`config.mk`:
```
export PLATFORM = sky130hd
export DESIGN_NAME = term_src_fifo_flat
export DESIGN_NICKNAME = d
export VERILOG_FILES = /design/src/rtl/term_src_fifo_if.sv /design/src/rtl/term_src_fifo.sv /design/src/flat_wrapper.sv
export SDC_FILE = /design/constraint.sdc
export NUM_CORES = 1
export LEC_CHECK = 0
export ABC_AREA = 1
export CORE_MARGIN = 5
export CORE_UTILIZATION = 53
export CTS_BUF_LIST = sky130_fd_sc_hd__clkbuf_16
export CTS_CLUSTER_DIAMETER = 60
export DETAILED_ROUTE_END_ITERATION = 8
export GPL_TIMING_DRIVEN = 0
export PLACE_DENSITY_LB_ADDON = 0.08
export SLEW_MARGIN = 20
export SYNTH_ARGS = -nofsm -noshare
export SYNTH_HDL_FRONTEND = slang
export SYNTH_SLANG_ARGS = --single-unit
```
`constraint.sdc`:
```
create_clock -name clk -period 3.3 [get_ports clk]
set_input_delay 0.495 -clock clk [delete_from_list [all_inputs] [get_ports clk]]
set_output_delay 0.495 -clock clk [all_outputs]
set_load 0.05 [all_outputs]
```
`src/rtl/term_src_fifo_if.sv`:
```
// Driver/mesh-side bundle for term_src_fifo; drop_cnt exists only when
// TERM_SRC_ADDR_CHECK_EN is defined.
interface term_src_fifo_if #(
   parameter int pckg_sz    = 40,
   parameter int fifo_depth = 4
);
   localparam int CNT_W = $clog2(fifo_depth) + 1;

   logic               push;
   logic [pckg_sz-1:0] data_in;
   logic               full;
   logic [CNT_W-1:0]   count;
   logic               pndng;
   logic [pckg_sz-1:0] data_out;
   logic               popin;
   logic               overflow;
   logic               underflow;
   logic [15:0]        pkt_cnt;
`ifdef TERM_SRC_ADDR_CHECK_EN
   logic [15:0]        drop_cnt;

   modport master (
      output push, data_in, popin,
      input  full, count, pndng, data_out, overflow, underflow, pkt_cnt, drop_cnt
   );
   modport slave (
      input  push, data_in, popin,
      output full, count, pndng, data_out, overflow, underflow, pkt_cnt, drop_cnt
   );
`else
   modport master (
      output push, data_in, popin,
      input  full, count, pndng, data_out, overflow, underflow, pkt_cnt
   );
   modport slave (
      input  push, data_in, popin,
      output full, count, pndng, data_out, overflow, underflow, pkt_cnt
   );
`endif
endinterface

```
`src/rtl/term_src_fifo.sv`:
```
// Terminal injection FIFO: 1-cycle push-to-pndng, show-ahead head; refused pushes set sticky overflow.
// Optional destination check (row/col must be a mesh edge terminal) under TERM_SRC_ADDR_CHECK_EN.
module term_src_fifo #(
   parameter int pckg_sz    = 40,
   parameter int fifo_depth = 4,
   parameter int ROWS       = 4,
   parameter int COLUMS     = 4
) (
   input  logic           clk,
   input  logic           reset,
   term_src_fifo_if.slave bus
);
   localparam int PTR_W = $clog2(fifo_depth);
   localparam int CNT_W = PTR_W + 1;
   localparam logic [CNT_W-1:0] DEPTH_C = CNT_W'(fifo_depth);

   logic [pckg_sz-1:0] mem_q [fifo_depth];

   logic [PTR_W-1:0] wr_ptr_q, wr_ptr_d;
   logic [PTR_W-1:0] rd_ptr_q, rd_ptr_d;
   logic [CNT_W-1:0] count_q, count_d;
   logic             overflow_q, overflow_d;
   logic             underflow_q, underflow_d;
   logic [15:0]      pkt_cnt_q, pkt_cnt_d;

   logic               full;
   logic               pndng;
   logic               pop_eff;
   logic               push_ok;
   logic               accept;
   logic [pckg_sz-1:0] store_dat;

   assign full      = (count_q == DEPTH_C);
   assign pndng     = (count_q != '0);
   assign pop_eff   = bus.popin && pndng;
   assign accept    = push_ok && (!full || pop_eff);
   // Next-jump is owned by the mesh; the terminal always injects it as zero.
   assign store_dat = {8'h00, bus.data_in[pckg_sz-9:0]};

`ifdef TERM_SRC_ADDR_CHECK_EN
   localparam logic [3:0] ROW_MAX  = 4'(ROWS);
   localparam logic [3:0] COL_MAX  = 4'(COLUMS);
   localparam logic [3:0] ROW_EDGE = 4'(ROWS + 1);
   localparam logic [3:0] COL_EDGE = 4'(COLUMS + 1);

   logic [3:0]  dst_row;
   logic [3:0]  dst_col;
   logic        dest_ok;
   logic        drop;
   logic [15:0] drop_cnt_q, drop_cnt_d;

   assign dst_row = bus.data_in[pckg_sz-9 -: 4];
   assign dst_col = bus.data_in[pckg_sz-13 -: 4];

   // Only the ring of terminals around the mesh is addressable, corners excluded.
   always_comb begin
      dest_ok = 1'b0;
      if ((dst_row == 4'd0 || dst_row == ROW_EDGE) &&
          dst_col >= 4'd1 && dst_col <= COL_MAX) begin
         dest_ok = 1'b1;
      end
      if ((dst_col == 4'd0 || dst_col == COL_EDGE) &&
          dst_row >= 4'd1 && dst_row <= ROW_MAX) begin
         dest_ok = 1'b1;
      end
   end

   assign push_ok = bus.push && dest_ok;
   assign drop    = bus.push && !dest_ok;

   always_comb begin
      drop_cnt_d = drop_cnt_q;
      if (drop) begin
         drop_cnt_d = drop_cnt_q + 16'd1;
      end
   end

   always_ff @(posedge clk) begin
      if (reset) begin
         drop_cnt_q <= '0;
      end else begin
         drop_cnt_q <= drop_cnt_d;
      end
   end

   assign bus.drop_cnt = drop_cnt_q;
`else
   assign push_ok = bus.push;
`endif

   always_comb begin
      wr_ptr_d    = wr_ptr_q;
      rd_ptr_d    = rd_ptr_q;
      count_d     = count_q;
      pkt_cnt_d   = pkt_cnt_q;
      overflow_d  = overflow_q;
      underflow_d = underflow_q;

      if (accept) begin
         wr_ptr_d = wr_ptr_q + 1'b1;
      end
      if (pop_eff) begin
         rd_ptr_d  = rd_ptr_q + 1'b1;
         pkt_cnt_d = pkt_cnt_q + 16'd1;
      end

      unique case ({accept, pop_eff})
         2'b10:   count_d = count_q + 1'b1;
         2'b01:   count_d = count_q - 1'b1;
         default: count_d = count_q;
      endcase

      if (push_ok && !accept) begin
         overflow_d = 1'b1;
      end
      if (bus.popin && !pndng) begin
         underflow_d = 1'b1;
      end
   end

   always_ff @(posedge clk) begin
      if (reset) begin
         wr_ptr_q    <= '0;
         rd_ptr_q    <= '0;
         count_q     <= '0;
         pkt_cnt_q   <= '0;
         overflow_q  <= 1'b0;
         underflow_q <= 1'b0;
      end else begin
         wr_ptr_q    <= wr_ptr_d;
         rd_ptr_q    <= rd_ptr_d;
         count_q     <= count_d;
         pkt_cnt_q   <= pkt_cnt_d;
         overflow_q  <= overflow_d;
         underflow_q <= underflow_d;
      end
   end

   // Storage is deliberately not reset; emptiness is tracked by count_q alone.
   always_ff @(posedge clk) begin
      if (accept && !reset) begin
         mem_q[wr_ptr_q] <= store_dat;
      end
   end

   assign bus.full      = full;
   assign bus.count     = count_q;
   assign bus.pndng     = pndng;
   assign bus.data_out  = pndng ? mem_q[rd_ptr_q] : '0;
   assign bus.overflow  = overflow_q;
   assign bus.underflow = underflow_q;
   assign bus.pkt_cnt   = pkt_cnt_q;

endmodule
```
`src/flat_wrapper.sv`:
```
// flat-port wrapper written by rule: the top's interface ports become plain ports
module term_src_fifo_flat 
#(
   parameter int pckg_sz    = 40,
   parameter int fifo_depth = 4,
   parameter int ROWS       = 4,
   parameter int COLUMS     = 4
)
  (clk, reset, bus_push, bus_data_in, bus_popin, bus_full, bus_count, bus_pndng, bus_data_out, bus_overflow, bus_underflow, bus_pkt_cnt);
  term_src_fifo_if #(.pckg_sz(pckg_sz), .fifo_depth(fifo_depth)) bus_i ();
  input  logic clk;
  input  logic reset;
  input wire logic [$bits(bus_i.push)-1:0] bus_push;
  input wire logic [$bits(bus_i.data_in)-1:0] bus_data_in;
  input wire logic [$bits(bus_i.popin)-1:0] bus_popin;
  output wire logic [$bits(bus_i.full)-1:0] bus_full;
  output wire logic [$bits(bus_i.count)-1:0] bus_count;
  output wire logic [$bits(bus_i.pndng)-1:0] bus_pndng;
  output wire logic [$bits(bus_i.data_out)-1:0] bus_data_out;
  output wire logic [$bits(bus_i.overflow)-1:0] bus_overflow;
  output wire logic [$bits(bus_i.underflow)-1:0] bus_underflow;
  output wire logic [$bits(bus_i.pkt_cnt)-1:0] bus_pkt_cnt;
  assign bus_i.push = bus_push;
  assign bus_i.data_in = bus_data_in;
  assign bus_i.popin = bus_popin;
  assign bus_full = bus_i.full;
  assign bus_count = bus_i.count;
  assign bus_pndng = bus_i.pndng;
  assign bus_data_out = bus_i.data_out;
  assign bus_overflow = bus_i.overflow;
  assign bus_underflow = bus_i.underflow;
  assign bus_pkt_cnt = bus_i.pkt_cnt;
  term_src_fifo #(.pckg_sz(pckg_sz), .fifo_depth(fifo_depth), .ROWS(ROWS), .COLUMS(COLUMS)) u_core (.clk(clk), .reset(reset), .bus(bus_i));
endmodule
```
==> key figures, run 1 <==
Critical path
  – Reg2reg setup slack: 1140 ps
  – CP endpoint kind: output port
  – Critical Path Start Type: register
  – Cell count of the worst reg-to-reg path: 7
  – Worst-path maximum fanout: 10
  – Reg-to-reg startpoint: u_core.bus.count[0]
  – Crit Path Class: reg -> out
  – R2R Path End: u_core.mem_q[1][17]
  – Worst endpoint data arrival time: 2600 ps
  – CP required: 2800 ps

Logic synthesis
  – Synthesized flop and latch total: 155
  – Area leader, netlist: edfxtp_1
  – Sequential-to-total area share from yosys stat: 67.19%
  – Synthesized instance count: 600
  – Yosys cell types: 34
  – Mean post-synth cell area: 10.88 sq um
  – Mapped Area: 6525 sq um
  – Ys Warns: 0
  – Synth top area share: 58.91%
  – Top cells by area in the synthesized netlist: edfxtp_1, nor2_1, dfxtp_1

Floorplan
  – Die area: 14,630 sq um
  – I/O pin cnt: 107
  – Site Rows: 40
  – Core area: 12,060 sq um
  – Die Ht: 121.0 um
  – Die X-Extent: 121.0 um
  – Initial Utilization: 54.10%

STA
  – Hold Violations, Final: 0
  – Final min period: 3096 ps
  – Fmax: 323.0 MHz
  – Setup ws final: 204.4 ps
  – Worst Tran Pin Value: 716.3 ps
  – Rel. slew slack: 52.13%
  – Tcrit/Tclk final: 93.81%
  – Worst hold slack: 410.8 ps
  – Clock Skew: 5.984 ps
  – Setup violations, final: 0
  – Pins Over Slew Limit: 0
  – RSZ-0062 raised after global routing: no
  – Setup TNS: 0 ps

Power
  – Leakage Power: 3.010 nW
  – Power Dens Cells: 694.4 nW/um^2
  – VDD IR-drop max: 0.4174 mV

Routing
  – Final ANT Viol Nets: 0
  – Top Layer Used: met4
  – Routed via count: 4,696
  – Vias per cell: 5.218
  – Wirelength per Cell: 16.76 um
  – First-pass DRT Iterations: 7
  – Met2 WL: 7448 um
  – DR DRC count: 0
  – Metal1 wirelength: 6300 um
  – Drt total wl: 15,080 um
  – Initial DRC count: 514
  – Met3 wire len: 1041 um

CTS
  – Skew-Pair Late Insertion Delay: 410 ps
  – Sink Count: 155
  – Clock transition at path regs: 60 ps
  – CTS tree: yes
  – Hold buffer count at CTS: 0
  – Clock tree buffer depth: 2
  – Total CTS buffers: 17
  – H-Tree Depth: 4
  – CTS Root Cell: clkbuf_16

Layout
  – ANT cells: 0
  – Share of cells above drive strength 1: 12.02%
  – Non-filler cells, final: 900
  – Layout Nets: 769
  – Fillcell total: 914
  – Area of the multi-input gates: 1857 sq um
  – Sequential cell area: 4384 sq um
  – Area Overhead vs Synth: 29.18%
  – Core Util, Final: 69.89%

Global route
  – Pin count of the biggest net entering global routing: 21
  – Number of global-route vias before repair: 4,800
  – First-pass GRT wire length: 24,090 um
  – GRT Total Usage: 21.44%
  – Initial antenna violation count: 0
  – GRT overflow: 0

Place
  – Gp weighted congestion: 0.7988
  – Hpwl dp: 9564 um
  – Port buffer count: 89
  – Dpl cells: 868
  – Worst slack at placement: 349.7 ps

Hold path
  – Hold Path End: u_core.bus.pkt_cnt[10]
  – Worst Hold Class: in -> reg
  – Hold path start: reset
  – Worst hold stages: 2

Run
  – Max cap viols: 0

Outcome
  – Run status: finished, final reports clean
## logic make-up (layout without fill, tap and decap cells)
kind of cell / after synthesis / in the layout / synth area share (%)
and+or+nand+nor: 237 / 237 / 16.36
DFF: 155 / 155 / 67.19
other: 1 / 8 / 0.05747
adders and majority gates: 6 / 6 / 1.266
AOI/OAI and AO/OA: 128 / 128 / 9.914
buffers and inverters: 73 / 198 / 5.216
## critical path, cell delays in order (launching register included)
cell and delay [ps]:
dfxtp_1 330, buf_2 210, buf_2 300, nor2_1 80, nor2_1 100, o21ai_0 110
a21oi_1 220, clkdlybuf4s50_1 830
## stage by stage
| stage | total power [W] | cell area, sq um |
|---|---|---|
| 5_1_grt | 0.006071 | 8429 |
| 4_1_cts | 0.005888 | 8424 |
| 2_1_floorplan | 0.003281 | 6551 |
| 6_report | 0.005853 | 8429 |
| 3_5_place_dp | 0.003829 | 7792 |
| 3_3_place_gp | 0.003792 | 7652 |
## repair_timing
item | 4_1_cts | 5_1_grt
gates resized for setup | 0 | 2
setup endpoints to repair | 0 | 2
buffers inserted | 0 | 0
## cell usage after synthesis
cell type,count
nand2_1,42
nor2_2,3
nand4_1,5
buf_1,2
a21oi_1,48
buf_8,1
buf_2,16
nand3b_4,1
fa_1,1
nor3b_2,3
conb_1,1
nand2_8,1
o21ai_0,71
nand2_2,4
nor3_2,1
o21ai_1,6
nand3_2,2
inv_1,33
buf_4,8
o21a_1,2
nor2_1,159
a31oi_1,1
nand2_4,2
nor3_1,1
clkbuf_1,7
clkinv_4,1
nand3_4,1
edfxtp_1,128
dfxtp_1,27
nor2_4,4
inv_2,4
nand3_1,8
clkinv_1,1
ha_1,5
## state kept, by name (all words and copies together) (netlist names), named ones only
| signal | flops |
|---|---|
| u_core.mem_q | 128 |
| u_core.bus.pkt_cnt | 16 |
| u_core.bus.count | 3 |
| u_core.rd_ptr_q | 2 |
| u_core.wr_ptr_q | 2 |
| u_core.bus.overflow | 1 |
| u_core.bus.underflow | 1 |
## report_power, final
group | switching (W) | total, W | internal [W]
Combinational | 0.00109 | 0.00156 | 0.000469
Sequential | 0.0000362 | 0.00223 | 0.00219
Clock | 0.000736 | 0.00206 | 0.00133
## layer usage
layer / GRT usage [%] / vias to the layer above
li1: - / 2280
met1: 27.00 / 2205
met2: 35.39 / 186
met3: 5.221 / 25
met4: 9.136 / 0
met5: 0 / -
## worst max-delay path by stage
| stage | start | endpoint | slack, ps |
|---|---|---|---|
| after CTS | register | bus_data_out[7] | 100 |
| after detailed placement | bus_popin | u_core.mem_q[1][19] | 350 |
| after global routing | register | bus_data_out[9] | 40 |
| final | register | bus_data_out[6] | 200 |
| after global placement | bus_popin | u_core.mem_q[1][19] | -1220 |
| after floorplan | u_core.bus.count[0] | u_core.mem_q[0][0] | 400 |
## placed cells by master, fill, tap and decap left out, types with 6 or more instances in the layout
master and count:
conb_1 8, buf_2 16, nor2_4 8, nand2_1 42, clkbuf_1 7, nand3_1 8
clkbuf_16 17, inv_1 35, buf_4 8, clkdlybuf4s50_1 87, dfxtp_1 27, o21ai_1 6
a21oi_1 48, edfxtp_1 128, o21ai_0 71, nor2_1 155
## area by class of cell
type                            count  share of cell area (%)
Buffer                             34                   2.241
Clock buffer                       17                   5.047
Clock inverter                     15                   2.449
Inverter                           39                   1.796
Multi-Input combinational cell    379                   22.03
Sequential cell                   155                   52.01
Tap cell                          168                   2.494
Timing Repair Buffer               93                   11.93
No activity file was read; power rests on OpenSTA's default activity.
==> run 2, diff against run 1 <==
Settings changed: RECOVER_POWER set to 25.
==> key figures, run 2 (same netlist as run 1, synthesis figures left out) <==
Run
  – Max cap viols: 0 (unchanged)

STA
  – Rel. slew slack: 51.90% (-0.23 points)
  – Fmax: 323.5 MHz (+0.14%)
  – Setup violations, final: 0 (unchanged)
  – Final min period: 3091 ps (-4.231 ps)
  – Clock Skew: 5.941 ps (-0.04330 ps)
  – Worst Tran Pin Value: 719.7 ps (+3.461 ps)
  – RSZ-0062 raised after global routing: no
  – Hold Violations, Final: 0 (unchanged)
  – Pins Over Slew Limit: 0 (unchanged)
  – Setup ws final: 208.7 ps (+4.231 ps)
  – Tcrit/Tclk final: 93.68% (-0.13 points)

Power
  – VDD IR-drop max: 0.4174 mV (about the same)
  – Leakage Power: 3.016 nW (+0.19%)
  – Power Dens Cells: 693.7 nW/um^2 (-0.11%)

Place
  – Hpwl dp: 9564 um (unchanged)
  – Area after DPL: 7792 sq um (unchanged)
  – Port buffer count: 89 (unchanged)
  – Gp weighted congestion: 0.7988 (unchanged)
  – Worst slack at placement: 349.7 ps (unchanged)

Global route
  – M3 GR Usage: 5.221% (unchanged)
  – Initial antenna violation count: 0 (unchanged)
  – GRT overflow: 0 (unchanged)
  – GRT Total Usage: 21.44% (unchanged)
  – Busiest grt layer: met2
  – First-pass GRT wire length: 24,090 um (unchanged)
  – Number of global-route vias before repair: 4,800 (unchanged)
  – Met1 Track Usage GR: 27.00% (unchanged)
  – Pin count of the biggest net entering global routing: 21 (unchanged)
  – Met2 usage: 35.39% (unchanged)

Critical path
  – Worst endpoint data arrival time: 2600 ps (about the same)
  – Worst stage delay on the critical path: 830 ps (about the same)
  – R2R Path End: u_core.mem_q[1][17]
  – Cell count of the worst reg-to-reg path: 7 (unchanged)
  – Critical Path Slowest Stage Cell: clkdlybuf4s50_1
  – Reg2reg setup slack: 1140 ps (about the same)
  – CP endpoint kind: output port
  – CP required: 2800 ps (about the same)
  – Critical Path Start Type: register
  – Worst-path maximum fanout: 10 (unchanged)
  – Cells along the critical path: clkinv_1, clkbuf_1, o21ai_0, a21oi_1, clkdlybuf4s50_1
  – Worst Setup EP: bus_data_out[6]
  – Reg-to-reg startpoint: u_core.bus.count[0]
  – Crit Path Class: reg -> out

Layout
  – Layout Nets: 769 (unchanged)
  – Fillcell total: 914 (unchanged)
  – Share of cells above drive strength 1: 12.02% (unchanged)
  – ANT cells: 0 (unchanged)
  – Post-route cell area: 8429 sq um (unchanged)
  – Commonest non-fill, non-tap cell in the layout: nor2_1
  – Register bank with the most flops: u_core.mem_q
  – Area Overhead vs Synth: 29.18% (unchanged)
  – Sequential cell area: 4384 sq um (unchanged)
  – Largest register FFs: 128 (unchanged)
  – Area of the multi-input gates: 1857 sq um (unchanged)
  – Commonest cells after routing, fill and taps aside: nor2_1, edfxtp_1, o21ai_0

CTS
  – Post-CTS resize count: 0 (unchanged)
  – CTS tree: yes
  – Clock tree buffer depth: 2 (unchanged)
  – Clock transition at path regs: 60 ps (about the same)
  – Setup Fix Bufs, Post-CTS: 0 (unchanged)
  – CTS Root Cell: clkbuf_16
  – Total CTS buffers: 17 (unchanged)
  – H-Tree Depth: 4 (unchanged)
  – Skew-Pair Late Insertion Delay: 420 ps (about the same)
  – Sink Count: 155 (unchanged)
  – Hold buffer count at CTS: 0 (unchanged)

Outcome
  – Run status: finished, final reports clean

Floorplan
  – Core area: 12,060 sq um (unchanged)
  – Die Ht: 121.0 um (unchanged)
  – Initial Utilization: 54.10% (unchanged)
  – Site Rows: 40 (unchanged)
  – Die area: 14,630 sq um (unchanged)
  – I/O pin cnt: 107 (unchanged)
  – Die X-Extent: 121.0 um (unchanged)

Routing
  – First-pass DRT Iterations: 5 (-2)
  – Initial DRC count: 501 (-2.5%)
  – DR DRC count: 0 (unchanged)
  – Vias per cell: 5.229 (+0.21%)
  – Drt total wl: 15,080 um (unchanged)
  – Routed via count: 4,706 (+0.21%)
  – Wirelength per Cell: 16.76 um (unchanged)
  – Final ANT Viol Nets: 0 (unchanged)

Hold path
  – Worst Hold Class: in -> reg
run 2: worst min path at each step:
stage | from | to | slack, ps | cells after the start
6_report | reset | u_core.bus.pkt_cnt[10] | 410 | 2
5_1_grt | reset | u_core.bus.pkt_cnt[12] | 410 | 2
4_1_cts | reset | u_core.bus.pkt_cnt[10] | 400 | 2
3_5_place_dp | u_core.bus.overflow | u_core.bus.overflow | 460 | 2
3_3_place_gp | u_core.bus.overflow | u_core.bus.overflow | 450 | 2
2_1_floorplan | u_core.rd_ptr_q[1] | register | 450 | 2
run 2: area by class of cell:
cell class	instances	area share, %
sequential	155	52.01
multi-input combinational	379	22.03
timing repair buffer	93	11.93
clock buffer	17	5.047
tap	168	2.494
clock inverter	15	2.449
buffer	34	2.241
inverter	39	1.796
run 2: critical path: cells and delay by family, from the launching register on:
family                 cells  cell delay (ps)
DFF                        1              310
AOI/OAI and AO/OA          2              420
buffers and inverters      3             1450
run 2: metal layers:
layer / vias to the layer above / wire length, um / share of wire (%)
li1: 2279 / - / -
met1: 2211 / 6277 / 42
met2: 190 / 7447 / 49
met3: 26 / 1073 / 7.1
met4: 0 / 284 / 1.9
met5: - / 0 / 0
run 2: report_power, final:
part           leakage, nW  internal, W  switching (W)  total (W)
Sequential            1.38      0.00219      0.0000362    0.00223
Clock                0.306      0.00133       0.000737    0.00206
Combinational         1.33     0.000464        0.00109    0.00155
run 2: through the flow:
stage | TNS (ps) | instances | hold slack [ps] | utilization, % | power, W
2_1_floorplan | 0 | 607 | 451.5 | - | 0.003281
3_3_place_gp | -149370 | 864 | 445.8 | 63.44 | 0.003792
3_5_place_dp | 0 | 868 | 462.7 | 64.61 | 0.003829
4_1_cts | 0 | 900 | 397.3 | 69.84 | 0.005888
5_1_grt | 0 | 900 | 409.8 | 69.89 | 0.006066
6_report | 0 | 900 | 409.9 | 69.89 | 0.005847
